===== config.mk =====
export PLATFORM = sky130hd
export DESIGN_NAME = mem_bus_arbiter
export DESIGN_NICKNAME = d
export VERILOG_FILES = /design/src/rtl/mem_bus_arbiter.sv
export SDC_FILE = /design/constraint.sdc
export NUM_CORES = 1
export LEC_CHECK = 0
export ABC_AREA = 1
export CAP_MARGIN = 20
export CORE_AREA = 2 2 87 89
export DETAILED_ROUTE_END_ITERATION = 12
export DIE_AREA = 0 0 89 91
export DONT_BUFFER_PORTS = 1
export HOLD_SLACK_MARGIN = 0.02
export PLACE_DENSITY = 0.72
export SLEW_MARGIN = 20
export SYNTH_ARGS = -nofsm -noshare
export SYNTH_HDL_FRONTEND = slang
export SYNTH_SLANG_ARGS = --single-unit

===== constraint.sdc =====
create_clock -name clk -period 2.16 [get_ports clk]
set_input_delay 0.432 -clock clk [delete_from_list [all_inputs] [get_ports clk]]
set_output_delay 0.432 -clock clk [all_outputs]
set_load 0.005 [all_outputs]

===== src/rtl/mem_bus_arbiter.sv =====
// Two-master round-robin arbiter in front of a single-port word memory.
// Optional ISSUE-phase timeout abort is enabled by defining ARB_TIMEOUT_EN.
module mem_bus_arbiter #(
  parameter int DATA_WIDTH     = 32,
  parameter int ADDR_WIDTH     = 6,
  parameter int TIMEOUT_CYCLES = 15
) (
  input  logic                  clk,
  input  logic                  reset,
  input  logic                  m0_req,
  input  logic [ADDR_WIDTH-1:0] m0_addr,
  input  logic                  m0_we,
  input  logic [DATA_WIDTH-1:0] m0_wdata,
  output logic [DATA_WIDTH-1:0] m0_rdata,
  output logic                  m0_done,
  input  logic                  m1_req,
  input  logic [ADDR_WIDTH-1:0] m1_addr,
  input  logic                  m1_we,
  input  logic [DATA_WIDTH-1:0] m1_wdata,
  output logic [DATA_WIDTH-1:0] m1_rdata,
  output logic                  m1_done,
  output logic                  bus_err,
  output logic [1:0]            grant,
  output logic [ADDR_WIDTH-1:0] mem_addr,
  output logic [DATA_WIDTH-1:0] mem_wdata,
  output logic                  mem_we,
  output logic                  mem_req_valid,
  input  logic [DATA_WIDTH-1:0] mem_rdata,
  input  logic                  mem_data_valid
);

  typedef enum logic [1:0] {IDLE, ISSUE, RESP} state_e;

  if (TIMEOUT_CYCLES < 1) begin : g_param_check
    $error("TIMEOUT_CYCLES must be at least 1");
  end

  state_e                state_q, state_d;
  logic [1:0]            grant_q, grant_d;
  logic [ADDR_WIDTH-1:0] addr_q, addr_d;
  logic                  we_q, we_d;
  logic [DATA_WIDTH-1:0] wdata_q, wdata_d;
  logic [DATA_WIDTH-1:0] rdata_q, rdata_d;
  logic                  last_q, last_d;   // 1: m1 was granted most recently
  logic                  pick_m1;

`ifdef ARB_TIMEOUT_EN
  localparam int CW = $clog2(TIMEOUT_CYCLES + 1);
  logic [CW-1:0] cnt_q, cnt_d;
  logic          err_q, err_d;
`endif

  // On a tie the requester that did not win last time gets the bus.
  assign pick_m1 = m1_req & (~m0_req | ~last_q);

  always_comb begin
    state_d = state_q;
    grant_d = grant_q;
    addr_d  = addr_q;
    we_d    = we_q;
    wdata_d = wdata_q;
    rdata_d = rdata_q;
    last_d  = last_q;
`ifdef ARB_TIMEOUT_EN
    cnt_d   = cnt_q;
    err_d   = err_q;
`endif
    case (state_q)
      IDLE: begin
        if (m0_req | m1_req) begin
          state_d = ISSUE;
          grant_d = pick_m1 ? 2'b10 : 2'b01;
          addr_d  = pick_m1 ? m1_addr  : m0_addr;
          we_d    = pick_m1 ? m1_we    : m0_we;
          wdata_d = pick_m1 ? m1_wdata : m0_wdata;
          rdata_d = '0;
          last_d  = pick_m1;
`ifdef ARB_TIMEOUT_EN
          cnt_d   = '0;
          err_d   = 1'b0;
`endif
        end
      end
      ISSUE: begin
        if (mem_data_valid) begin
          state_d = RESP;
          rdata_d = we_q ? '0 : mem_rdata;
        end
`ifdef ARB_TIMEOUT_EN
        else if (cnt_q == CW'(TIMEOUT_CYCLES)) begin
          state_d = RESP;
          rdata_d = '0;
          err_d   = 1'b1;
        end else begin
          cnt_d = cnt_q + CW'(1);
        end
`endif
      end
      RESP: begin
        state_d = IDLE;
        grant_d = '0;
      end
      default: begin
        state_d = IDLE;
        grant_d = '0;
      end
    endcase
  end

  always_ff @(posedge clk or negedge reset) begin
    if (!reset) begin
      state_q <= IDLE;
      grant_q <= '0;
      addr_q  <= '0;
      we_q    <= 1'b0;
      wdata_q <= '0;
      rdata_q <= '0;
      last_q  <= 1'b1;
`ifdef ARB_TIMEOUT_EN
      cnt_q   <= '0;
      err_q   <= 1'b0;
`endif
    end else begin
      state_q <= state_d;
      grant_q <= grant_d;
      addr_q  <= addr_d;
      we_q    <= we_d;
      wdata_q <= wdata_d;
      rdata_q <= rdata_d;
      last_q  <= last_d;
`ifdef ARB_TIMEOUT_EN
      cnt_q   <= cnt_d;
      err_q   <= err_d;
`endif
    end
  end

  assign grant         = grant_q;
  assign mem_req_valid = (state_q == ISSUE);
  assign mem_addr      = addr_q;
  assign mem_we        = we_q;
  assign mem_wdata     = wdata_q;
  assign m0_done       = (state_q == RESP) & grant_q[0];
  assign m1_done       = (state_q == RESP) & grant_q[1];
  assign m0_rdata      = m0_done ? rdata_q : '0;
  assign m1_rdata      = m1_done ? rdata_q : '0;

`ifdef ARB_TIMEOUT_EN
  assign bus_err = (state_q == RESP) & err_q;
`else
  assign bus_err = 1'b0;
`endif

endmodule


; ---- Word-level counts from Yosys, hierarchy flattened
; Cells that the tools add are included.
[totals]
ff_bits = 76
inputBits = 115
out_inout_bits = 109
word_cells = 40
[op_classes]
eq_ne = 4
n_mux = 15
bitwise = 8
reduce_logical = 6
[ops]
columns = op, count
row1 = 32-bit 2-to-1 mux, 6
row2 = 32-bit case mux with 2 select lines, 1
row3 = 2-bit 2-to-1 mux, 4
row4 = 2-bit case mux with 2 select lines, 2
row5 = 6-bit 2-to-1 mux, 1
row6 = 2-bit AND reduction, 3
row7 = 1-bit bitwise AND, 3
row8 = 1-bit NOT, 3
row9 = 3-bit AND reduction, 1
row10 = 2-bit by 1-bit equality test with 1-bit output (second input constant), 1
row11 = 2-bit equality test (second input constant), 1
row12 = 2-bit zero test, 1
row13 = 2-bit by 1-bit inequality test with 1-bit output (second input constant), 1
row14 = 2-bit inequality test (second input constant), 1
row15 = 1-bit OR, 2
row16 = 2-bit nonzero test, 1
row17 = 1-bit 2-to-1 mux, 1

; ---- Depth between registers and ports, before layout
[depth]
ltp_word = 6
ltp_mapped = 7
mapped_depth_nobuf = 6

; ---- Worst setup path after synthesis
; No wires, ideal clock.
[synth_timing]
kind = register to output
from = register state_q[0]
to = output port m0_rdata[22]
arrival_ns = 0.898
required_ns = 1.728
slack_ns = 0.830
path_stages_with_launch = 5
path_buffers = 1
cell_sequence = dfrtp_1 > inv_2 > nand3_1 > buf_2 > nor2_1
[synth_via]
elab_chain_len = 3
[synth_lines]
columns = item, line
row1 = start: declaration, 38  ; state_e state_q, state_d;
row2 = start signal: assignment, 124  ; state_q <= state_d;
row3 = 2-bit equality test, 143  ; assign m0_done = (state_q == RESP) & grant_q[0];
row4 = 1-bit bitwise AND, 143
row5 = 32-bit 2-to-1 mux, 145  ; assign m0_rdata = m0_done ? rdata_q : '0;
row6 = end: declaration, 14  ; output logic [DATA_WIDTH-1:0] m0_rdata,
; Every way passes these cells.

; ---- Final worst setup path
[layout_timing]
from = register state_q[1]
to = output port m0_rdata[12]
; Same word-level chain as after synthesis.

==> flow_summary.ini <==
[grt]
antenna_found_initial = 0
grt_pass1_wl_um = 15600
grt_pass1_vias = 3279
track_usage = 0.246
grt_max_degree = 77
overflow = 0

[detailed_routing]
drt-total-wl_um = 9830
wire_per_inst_um = 15.0
drt-initial-drc-count = 200
postRouteAntennaNets = 0
firstDrtPassIters = 4
drt-vias-per-instance = 5.36
via_count = 3513
drc = 0

[yosys]
ys_seq_area_frac = 0.469
ys_async_sr_fraction = 1.00
yosysWarnings = 0
ys_types = 17
yosys-top-cells-count = nand2_1 (239), dfrtp_1 (75), nand3_1 (74)
synth.largest_area_cell = dfrtp_1
netlist.area_leader.share = 0.463
avgSynthCellArea_um2 = 7.05
ys_top_cells_by_area = dfrtp_1 (46%), nand2_1 (22%), nand3_1 (9.1%), nor2_1 (6.0%), nand4_1 (4.9%)
ys.flop_type = dfrtp_1
synth_edf_count = 0
syn_area_um2 = 4060
syn_nets = 690
syn_inst = 575
yosysMostFrequentCell = nand2_1
ys_ff_latch = 76

[placed_design]
portBuffers = 0
placed_area_um2 = 4020
routabilityCongestion = 0.798
dp_hpwl_um = 6410

[run_status]
violations = negative hold slack
outcome = finished with violations

[cells_and_area]
syn2layout_area_growth_pct = 4.90
final_core_util = 0.596
finish.instance_area_um2 = 4260
n_antenna_cell = 0
nets = 666
drive_gt1_frac = 0.0540

[floorplanning]
top_level_ports = 224
die_area_um2 = 8100
fp.dieH_um = 91
fp.dieW_um = 89
start_util = 0.568
core_area_um2 = 7140
rows = 31

[sta]
setup_viol = 0
hold_viol_final = 76
finalMaxSlewViolations = 0
worst_slew_pin_slew_ps = 728
holdWs_ps = -217
rsz0062_at_grt = false
maxSlewHeadroom = 0.515
skew_ps = 10.9
max_clock_freq_ghz = 0.540
period_minus_slack_ps = 1850
post-route-period-util = 0.857
final.setup.tns_ps = 0

[clock_network]
clk_pin_slew_ps = 80
cts_setup_buffers = 0
cts_made_buffers = 9
tritoncts = built
cts_sinks = 76
root_buffer = clkbuf_8
cts_resized = 0
htree_levels = 3
clk_latency_ps = 340
clk_path_buf_depth = 2

[pwr]
power_per_cell_area_nw_per_um2 = 1330
irDropWorstVdd_uv = 552
p_leak_nw = 2.28

[setup_path]
startpoint_type = flip-flop
crit_slowest_cell = dfrtp_1
r2r_slack_ps = 590
path_class = reg -> out
path_delay_family = buffers and inverters
critPathBufInv = 2
worstPathCellList = nand3_1 > buf_4 > nor2_1 > buf_4
crit_top_cell = buf_4
slowest_delay_ps = 440
crit_required_ps = 1730
cp_max_fo = 33
worstPathArrival_ps = 1420
crit_path_end_kind = output pin

[hold_path]
hold_class = in -> async

[run]
maxCapViolCount = 0
==> report_power, final <==
group          switching, mW  internal, mW
sequential             0.472          2.06
combinational           1.29         0.575
clock                  0.510         0.770
total                   2.27          3.40
==> per-stage QoR <==
step	hold WS [ps]	cells	worst slack [ps]	total power, mW
finish	-217	655	309	5.67
floorplan	136	575	830	4.05
global placement	138	639	649	4.35
detailed placement	137	639	595	4.43
CTS	-243	655	268	5.74
global route	-246	655	187	6.17
==> kinds of logic (layout without fill, tap and decap cells) <==
kind of cell	count (synthesis)	in the layout	share of synthesized area
other	1	1	0.000924
buffers and inverters	84	65	0.100
and+or+nand+nor	412	412	0.426
AOI/OAI and AO/OA	2	2	0.00339
DFF	76	76	0.469
==> final timing paths <==
path                                startpoint       endpoint  cells after the start
worst max-delay path                state_q[1]   m0_rdata[12]                      4
worst min-delay path                     reset  mem_wdata[13]                      0
worst max register to register      state_q[1]     state_q[0]                      4
worst min register to register          last_q         last_q                      2
max in group asynchronous                reset         last_q                      0
min in group clk                mem_data_valid     state_q[0]                      1
==> placed cells by master (no fill, tap or decap) <==
master / n
buf_4: 9
inv_2: 1
nor2_1: 65
o21ai_4: 1
dfrtp_1: 75
o21ai_0: 1
nand3_1: 74
dfstp_2: 1
nand2_1: 239
buf_12: 1
clkinv_2: 1
inv_1: 38
conb_1: 1
clkinv_4: 2
clkbuf_8: 9
clkbuf_1: 1
bufinv_16: 3
nand4_1: 32
nor2_2: 1
nor2_4: 1
==> flip-flops by register name, summed over array words and instances (netlist names) <==
register,flops
mem_wdata,32
rdata_q,32
mem_addr,6
grant,2
state_q,2
last_q,1
mem_we,1
==> metal layers <==
metal | part of all wire | global-route usage | wire length [µm] | up-vias
li1 | - | - | - | 1741
met1 | 0.41 | 0.309 | 4050 | 1593
met2 | 0.49 | 0.412 | 4790 | 161
met3 | 0.079 | 0.0427 | 779 | 18
met4 | 0.021 | 0.108 | 207 | 0
met5 | 0 | 0 | 0 | -
==> worst reg2reg max path: stages, from the launching register on <==
cell and delay, ps:
dfrtp_1 450, nor2_2 100, o21ai_4 70, buf_4 610
o21ai_0 190
==> layout make-up <==
cell class	count	area, µm²
fill	651	2880
sequential	76	1900
timing repair buffer	10	87.6
clock buffer	10	128
inverter	39	146
multi-input combinational	415	1750
clock inverter	6	113
tap	99	124
(Power assumes the default switching activity.)
